**config.mk**
```make
export PLATFORM = sky130hd
export DESIGN_NAME = alu_arbiter
export DESIGN_NICKNAME = d
export VERILOG_FILES = /design/src/rtl/alu_arbiter_pkg.sv /design/src/rtl/alu_arbiter_rr_select.sv /design/src/rtl/alu_arbiter.sv
export SDC_FILE = /design/constraint.sdc
export NUM_CORES = 1
export LEC_CHECK = 0
export ABC_AREA = 1
export BUFFER_PORTS_ARGS = -buffer_cell sky130_fd_sc_hd__buf_2
export CAP_MARGIN = 20
export CELL_PAD_IN_SITES_DETAIL_PLACEMENT = 2
export CELL_PAD_IN_SITES_GLOBAL_PLACEMENT = 2
export CORE_ASPECT_RATIO = 1.25
export CORE_UTILIZATION = 25
export DETAILED_ROUTE_END_ITERATION = 10
export PLACE_DENSITY = 0.8
export SLEW_MARGIN = 0
export SYNTH_ARGS = -nofsm -noshare
export SYNTH_HDL_FRONTEND = slang
export SYNTH_SLANG_ARGS = --single-unit
```
**constraint.sdc**
```tcl
create_clock -name clock -period 2.7 [get_ports clock]
set_clock_uncertainty 0.1 [all_clocks]
set_input_delay 0.135 -clock clock [delete_from_list [all_inputs] [get_ports clock]]
set_output_delay 0.135 -clock clock [all_outputs]
set_load 0.02 [all_outputs]
```
**src/rtl/alu_arbiter_pkg.sv**
```systemverilog
// Shared state encoding and default widths for the ALU arbiter.
package alu_arbiter_pkg;

  typedef enum logic [1:0] {
    IDLE    = 2'd0,
    ISSUE   = 2'd1,
    WAIT    = 2'd2,
    RESPOND = 2'd3
  } arb_state_e;

  localparam int DEF_DATA_WIDTH   = 32'd8;
  localparam int DEF_OP_WIDTH     = 32'd2;
  localparam int DEF_RESULT_WIDTH = 32'd16;
  localparam int TCOUNT_WIDTH     = 32'd8;

endpackage

```
**src/rtl/alu_arbiter_rr_select.sv**
```systemverilog
// Combinational round-robin picker: first set request at or after ptr, wrapping.
module rr_select #(
  parameter int NUM_REQ = 4,
  parameter int IDX_W   = (NUM_REQ > 1) ? $clog2(NUM_REQ) : 1
) (
  input  logic [NUM_REQ-1:0] req,
  input  logic [IDX_W-1:0]   ptr,
  output logic [NUM_REQ-1:0] gnt,
  output logic [IDX_W-1:0]   idx,
  output logic               any
);

  logic [IDX_W:0]   sum_s;
  logic [IDX_W-1:0] cand_s;

  // Walk the requesters starting from the pointer and keep the first hit.
  always_comb begin
    gnt    = '0;
    idx    = '0;
    any    = 1'b0;
    sum_s  = '0;
    cand_s = '0;
    for (int k = 0; k < NUM_REQ; k++) begin
      sum_s = {1'b0, ptr} + (IDX_W+1)'(k);
      if (sum_s >= (IDX_W+1)'(NUM_REQ)) begin
        sum_s = sum_s - (IDX_W+1)'(NUM_REQ);
      end else begin
        sum_s = sum_s;
      end
      cand_s = sum_s[IDX_W-1:0];
      if (!any && req[cand_s]) begin
        any         = 1'b1;
        idx         = cand_s;
        gnt[cand_s] = 1'b1;
      end else begin
        any = any;
      end
    end
  end

endmodule

```
**src/rtl/alu_arbiter.sv**
```systemverilog
// Shares one ALU among NUM_REQ requesters: round-robin grant, single
// outstanding operation, timeout with error response.
module alu_arbiter
  import alu_arbiter_pkg::*;
#(
  parameter int NUM_REQ        = 4,
  parameter int DATA_WIDTH     = DEF_DATA_WIDTH,
  parameter int OP_WIDTH       = DEF_OP_WIDTH,
  parameter int RESULT_WIDTH   = DEF_RESULT_WIDTH,
  parameter int TIMEOUT_CYCLES = 64
) (
  input  logic                           clock,
  input  logic                           resetr,
  input  logic [NUM_REQ-1:0]             req,
  input  logic [NUM_REQ*DATA_WIDTH-1:0]  req_a,
  input  logic [NUM_REQ*DATA_WIDTH-1:0]  req_b,
  input  logic [NUM_REQ*OP_WIDTH-1:0]    req_op,
  output logic [NUM_REQ-1:0]             grant,
  output logic [NUM_REQ-1:0]             rsp_valid,
  output logic [RESULT_WIDTH-1:0]        rsp_result,
  output logic                           rsp_error,
  output logic [DATA_WIDTH-1:0]          operand_a,
  output logic [DATA_WIDTH-1:0]          operand_b,
  output logic [OP_WIDTH-1:0]            operand,
  output logic                           op_valid,
  input  logic                           operation_done,
  input  logic [RESULT_WIDTH-1:0]        result,
  output logic [TCOUNT_WIDTH-1:0]        timeout_count,
  output logic                           busy
);

  localparam int IDX_W = (NUM_REQ > 1) ? $clog2(NUM_REQ) : 1;
  localparam int CNT_W = $clog2(TIMEOUT_CYCLES);

  arb_state_e               state_r, state_s;
  logic [CNT_W-1:0]         wait_cnt_r, wait_cnt_s;
  logic [IDX_W-1:0]         ptr_r, ptr_s;
  logic [IDX_W-1:0]         idx_r, idx_s;
  logic [NUM_REQ-1:0]       grant_r, grant_s;
  logic [NUM_REQ-1:0]       rsp_valid_r, rsp_valid_s;
  logic [RESULT_WIDTH-1:0]  rsp_result_r, rsp_result_s;
  logic                     rsp_error_r, rsp_error_s;
  logic [DATA_WIDTH-1:0]    operand_a_r, operand_a_s;
  logic [DATA_WIDTH-1:0]    operand_b_r, operand_b_s;
  logic [OP_WIDTH-1:0]      operand_r, operand_s;
  logic                     op_valid_r, op_valid_s;
  logic [TCOUNT_WIDTH-1:0]  timeout_count_r, timeout_count_s;
  logic                     busy_r;
  logic [NUM_REQ-1:0]       sel_gnt_s;
  logic [IDX_W-1:0]         sel_idx_s;
  logic                     sel_any_s;
  logic                     timeout_hit_s;

  rr_select #(
    .NUM_REQ (NUM_REQ),
    .IDX_W   (IDX_W)
  ) u_rr_select (
    .req (req),
    .ptr (ptr_r),
    .gnt (sel_gnt_s),
    .idx (sel_idx_s),
    .any (sel_any_s)
  );

  // The wait counter starts at zero in the op_valid cycle, so the last
  // chance for done is the edge where it holds TIMEOUT_CYCLES-1.
  assign timeout_hit_s = (wait_cnt_r == CNT_W'(TIMEOUT_CYCLES - 1));

  // Next-state decision.
  always_comb begin
    state_s = state_r;
    case (state_r)
      IDLE: begin
        if (sel_any_s) begin
          state_s = ISSUE;
        end else begin
          state_s = IDLE;
        end
      end
      ISSUE, WAIT: begin
        if (operation_done || timeout_hit_s) begin
          state_s = RESPOND;
        end else begin
          state_s = WAIT;
        end
      end
      RESPOND: state_s = IDLE;
      default: state_s = IDLE;
    endcase
  end

  // Next values of the datapath and output registers.
  always_comb begin
    grant_s         = '0;
    op_valid_s      = 1'b0;
    rsp_valid_s     = '0;
    rsp_result_s    = rsp_result_r;
    rsp_error_s     = rsp_error_r;
    operand_a_s     = operand_a_r;
    operand_b_s     = operand_b_r;
    operand_s       = operand_r;
    wait_cnt_s      = wait_cnt_r;
    ptr_s           = ptr_r;
    idx_s           = idx_r;
    timeout_count_s = timeout_count_r;
    case (state_r)
      IDLE: begin
        if (sel_any_s) begin
          grant_s     = sel_gnt_s;
          op_valid_s  = 1'b1;
          idx_s       = sel_idx_s;
          wait_cnt_s  = '0;
          operand_a_s = req_a[int'(sel_idx_s)*DATA_WIDTH +: DATA_WIDTH];
          operand_b_s = req_b[int'(sel_idx_s)*DATA_WIDTH +: DATA_WIDTH];
          operand_s   = req_op[int'(sel_idx_s)*OP_WIDTH +: OP_WIDTH];
        end else begin
          idx_s = idx_r;
        end
      end
      ISSUE, WAIT: begin
        if (operation_done) begin
          rsp_result_s       = result;
          rsp_error_s        = 1'b0;
          rsp_valid_s[idx_r] = 1'b1;
        end else if (timeout_hit_s) begin
          rsp_result_s       = '0;
          rsp_error_s        = 1'b1;
          rsp_valid_s[idx_r] = 1'b1;
          if (timeout_count_r != {TCOUNT_WIDTH{1'b1}}) begin
            timeout_count_s = timeout_count_r + TCOUNT_WIDTH'(1);
          end else begin
            timeout_count_s = timeout_count_r;
          end
        end else begin
          wait_cnt_s = wait_cnt_r + CNT_W'(1);
        end
      end
      RESPOND: begin
        if (idx_r == IDX_W'(NUM_REQ - 1)) begin
          ptr_s = '0;
        end else begin
          ptr_s = idx_r + IDX_W'(1);
        end
      end
      default: begin
        ptr_s = '0;
      end
    endcase
  end

  // State and output registers with synchronous reset.
  always_ff @(posedge clock) begin
    if (resetr) begin
      state_r         <= IDLE;
      wait_cnt_r      <= '0;
      ptr_r           <= '0;
      idx_r           <= '0;
      grant_r         <= '0;
      rsp_valid_r     <= '0;
      rsp_result_r    <= '0;
      rsp_error_r     <= 1'b0;
      operand_a_r     <= '0;
      operand_b_r     <= '0;
      operand_r       <= '0;
      op_valid_r      <= 1'b0;
      timeout_count_r <= '0;
      busy_r          <= 1'b0;
    end else begin
      state_r         <= state_s;
      wait_cnt_r      <= wait_cnt_s;
      ptr_r           <= ptr_s;
      idx_r           <= idx_s;
      grant_r         <= grant_s;
      rsp_valid_r     <= rsp_valid_s;
      rsp_result_r    <= rsp_result_s;
      rsp_error_r     <= rsp_error_s;
      operand_a_r     <= operand_a_s;
      operand_b_r     <= operand_b_s;
      operand_r       <= operand_s;
      op_valid_r      <= op_valid_s;
      timeout_count_r <= timeout_count_s;
      busy_r          <= (state_s != IDLE);
    end
  end

  assign grant         = grant_r;
  assign rsp_valid     = rsp_valid_r;
  assign rsp_result    = rsp_result_r;
  assign rsp_error     = rsp_error_r;
  assign operand_a     = operand_a_r;
  assign operand_b     = operand_b_r;
  assign operand       = operand_r;
  assign op_valid      = op_valid_r;
  assign timeout_count = timeout_count_r;
  assign busy          = busy_r;

endmodule

```
==> results.txt <==
- Unrepaired setup endpoints after global routing: no
- Synthesis instantiated 42 different standard cells from the library.
* DP Worst Slack: 0.0997 ns
- Initial drt markers: 103
- The biggest area contributor in the post-synthesis netlist is sky130_fd_sc_hd__dfxtp_1.
- After synthesis, flip-flops and latches occupy 36.0% of the total area.
- Summed over all nets, the half-perimeter wirelength after detailed placement is 10,800 um.
- Walking the worst path, the cells encountered are inv_4 > ha_1 > inv_1 > nand3_2 > nand2_4 > nand4_4 > clkinv_2 > nand2_1 > nand2_4 > nand3_1 > nand3_1 > nand2_1.
* Number of pins exceeding their max-slew limit in the final report: 0
- Summed over all cells, the static leakage comes to between 2 and 2.5 nW.
- Post-synthesis cell count: about 520
- Antenna violations before repair: 0
- Setup total negative slack: 0 ns
* First-pass iteration count of the detailed router: 4
- The clock period could shrink to 2.49 ns.
- The die is 109 um wide.
* Worst endpoint required time: 2.82 ns
* Share of post-route cells with drive strength above 1: 29.9%
* Post-route cell area: approximately 0.0050 sq mm
- Number of synthesized flops with an enable pin: 0
* Dominant synthesized flop cell: sky130_fd_sc_hd__dfxtp_1
- Grt ovf: 0
- RD Place Congestion: between 0.8 and 0.9
- The repair_antennas step left the layout with diodes totalling 0.
- Largest net degree at the start of global routing: 38
* Async set or reset register ratio after synthesis: 0%
- Worst voltage drop across the vdd grid: around 350 uV
- First-pass GRT wire length: 23,700 um
* Average size of a mapped cell: around 7 sq um
- Period Utilization, post-route: 92.4%
- For this design the ratio of total power to cell area is 1040 mW/mm^2.
* Routed len/inst: 17.7 um
- Non-filler cells in the finished layout: 857
- In this run the vertical extent of the chip is ~140 um.
- Global routing consumed, over all layers together, 20.6% of the routing resources.
- Sorting the synthesized cells by area gives the leading types as sky130_fd_sc_hd__dfxtp_1 36%, sky130_fd_sc_hd__nand3_1 16%, sky130_fd_sc_hd__nand2_1 15%.
* Antenna Violating Nets Remaining: 0
- Syn Nets: slightly above 600
- Area delta synth->final: 39.1%
- Number of nets in the layout: 785
* Filler Cell Count: 1,712
- Clock Sink Count: 65
- The die covers 0.0149 sq mm.
* Routed wire length: 15,100 um
* Final Hold Fails: 0
- Number of global-route vias before repair: 4,731
* Critical path buffers and inverters: 3
- Crit path kind: reg2reg
- For the worst-skew pair, the clock arrives at the later sink with an insertion delay of 0.33 ns.
* Largest fanout on the critical path: 19
* CTS Buf Count: 9
- Number of placed I/O pins: 148
- Clock tree root buffer cell: sky130_fd_sc_hd__clkbuf_16
- STA puts the critical path data arrival time at 2.62 ns.
- Max H-tree Level: 3
- Max-capacitance violation count: 0
- Number of cell rows: 48
* Slew @ Worst Pin: around 0.56 ns
* Cell with the most instances after synthesis: sky130_fd_sc_hd__nand2_1
* Initial core utilization: 25.9%
- Worst Setup Slack, final: 0.205 ns
- Core Region: 0.0139 sq mm
- Max Buffers Root-to-Sink: 2
* Setup crit end kind: register
- The multi-input combinational cells in the finished layout cover a total of 0.00204 sq mm.
- The cell area that synthesis handed to floorplanning was 0.00361 sq mm.
- Run status: finished clean
- TritonCTS built the clock tree.
- In the routed layout, each cell is associated on average with a via count of 4.99.
- Clock-pin slew was measured on the worst setup and hold paths at roughly 0.060 ns.
* Remaining max-slew budget at the tightest pin: 62.5%
* Achievable clock frequency: between 0.4 and 0.5 GHz
- By count the netlist is led by 145 x sky130_fd_sc_hd__nand2_1, 117 x sky130_fd_sc_hd__nand3_1, 65 x sky130_fd_sc_hd__dfxtp_1, 33 x sky130_fd_sc_hd__a21oi_1, 33 x sky130_fd_sc_hd__inv_1.
- Port Buffers: 147
- The synthesized design contains 65 register bits.
* Top-area cell type share of the netlist area: around 36%
- Count of synthesis-stage warnings from yosys: 0
- Post-Place Cell Area: 0.00450 sq mm
- On the critical path the largest part of the delay comes from simple AND/OR/NAND/NOR gates.
- Finish-stage setup viols: 0
- Final routed DRC violation total: 0
* Placed insts: a little over 800
- STA classifies the critical path startpoint as a register.
- Registers take 0.00130 sq mm.
- Slowest library cell on the worst path: sky130_fd_sc_hd__dfxtp_1
- Worst min-delay path category: in2reg
- For this block, the via count after detailed routing is ~4,300.
- Largest incremental delay on the critical path: 0.38 ns
-- report_power, final --
part           switching [W]  total, W  internal (W)  leakage [nW]
clock network       0.000458   0.00122      0.000762         0.155
registers           0.000117   0.00130       0.00118         0.531
logic                0.00186   0.00270      0.000843          1.77
-- layer usage --
metal	vias up	share of wire, %	global-route usage, %
met5	-	0	0
met3	27	6.2	4.99
met4	0	1.8	6.89
li1	2051	-	-
met1	2059	38	20.3
met2	136	54	40.8
-- tightest hold or removal path, cell delays in order --
cell and delay [ns]:
sky130_fd_sc_hd__buf_2 0.08, sky130_fd_sc_hd__nand2_1 0.04, sky130_fd_sc_hd__nand3_1 0.07, sky130_fd_sc_hd__nand3_1 0.06, sky130_fd_sc_hd__nand2_1 0.05
-- worst paths after layout --
kind                startpoint            to  slack, ns  depth (start not counted)
setup / recovery      ptr_r[0]  operand_a[7]       0.21                         12
hold / removal       req_b[20]  operand_b[4]       0.03                          5
setup reg to reg      ptr_r[0]  operand_a[7]       0.21                         12
hold reg to reg   operand_b[3]  operand_b[3]       0.35                          2
-- area by class of cell --
cell class                 count  area share (%)
clock inverter                 5            1.07
inverter                      39            3.06
timing repair buffer         173            19.9
sequential                    65            25.9
tap                          175            4.36
clock buffer                  11            5.03
multi-input combinational    389            40.7
-- cell usage in the layout (no fill, tap or decap), types with 2 or more instances in the layout --
cell type                       synthesis  layout
sky130_fd_sc_hd__nand4_1                8       8
sky130_fd_sc_hd__nor3_1                 4       4
sky130_fd_sc_hd__nor2_1                17      17
sky130_fd_sc_hd__o21ai_0                6       6
sky130_fd_sc_hd__buf_12                 0       2
sky130_fd_sc_hd__nand2_1              145     145
sky130_fd_sc_hd__clkinv_2               1       5
sky130_fd_sc_hd__nand3_1              117     117
sky130_fd_sc_hd__buf_4                  3       7
sky130_fd_sc_hd__inv_2                  4       2
sky130_fd_sc_hd__o22ai_1                2       2
sky130_fd_sc_hd__a22oi_1                3       3
sky130_fd_sc_hd__buf_2                  8     147
sky130_fd_sc_hd__clkbuf_8               0       2
sky130_fd_sc_hd__nor2_2                 4       4
sky130_fd_sc_hd__inv_1                 33      33
sky130_fd_sc_hd__inv_4                  1       2
sky130_fd_sc_hd__clkbuf_16              0       9
sky130_fd_sc_hd__ha_1                  13      13
sky130_fd_sc_hd__nand2_2                4       3
sky130_fd_sc_hd__a21oi_1               33      32
sky130_fd_sc_hd__nand2_4                5       5
sky130_fd_sc_hd__dlygate4sd3_1          0      16
sky130_fd_sc_hd__xnor2_1                2       2
sky130_fd_sc_hd__nand3_2                3       3
sky130_fd_sc_hd__nor3b_1                3       3
sky130_fd_sc_hd__o21ai_1                3       3
sky130_fd_sc_hd__dfxtp_1               65      65
sky130_fd_sc_hd__nor2_4                 3       3
-- sequential cells by signal (all words and copies together), names as in the netlist --
signal and count:
state_r 2, operand 2, busy 1, operand_b 8, wait_cnt_r 6, idx_r 2, rsp_valid 4, timeout_count 8
rsp_result 16, grant 4, ptr_r 2, rsp_error 1, operand_a 8, op_valid 1
-- stage by stage --
step                      power [W]  hold slack, ns  utilization [%]
after global placement      0.00375           0.289             32.3
final                       0.00522          0.0328             36.1
after global routing        0.00560          0.0613             36.1
after detailed placement    0.00389           0.299             32.3
after CTS                   0.00521          0.0264             35.8
after floorplan             0.00312           0.153                -
-- cell families (layout without fill, tap and decap cells) --
logic type | Yosys count | after routing | share of synthesized area [%]
AOI/OAI and AO/OA | 56 | 56 | 9.01
buffers and inverters | 61 | 228 | 7.87
DFF | 65 | 65 | 36.0
xor gates and xnor gates | 3 | 3 | 0.728
and+or+nand+nor | 317 | 317 | 41.9
adders and majority gates | 13 | 13 | 4.50
-- repair_timing --
action / 4_1_cts / 5_1_grt
pin swaps: 0 / 1
buffers inserted: 0 / 2
setup endpoints to repair: 13 / 21
hold buffers: 16 / 0
hold endpoints to repair: 16 / 0
resized for setup: 2 / 5
Power figures use the tool's default switching activity.
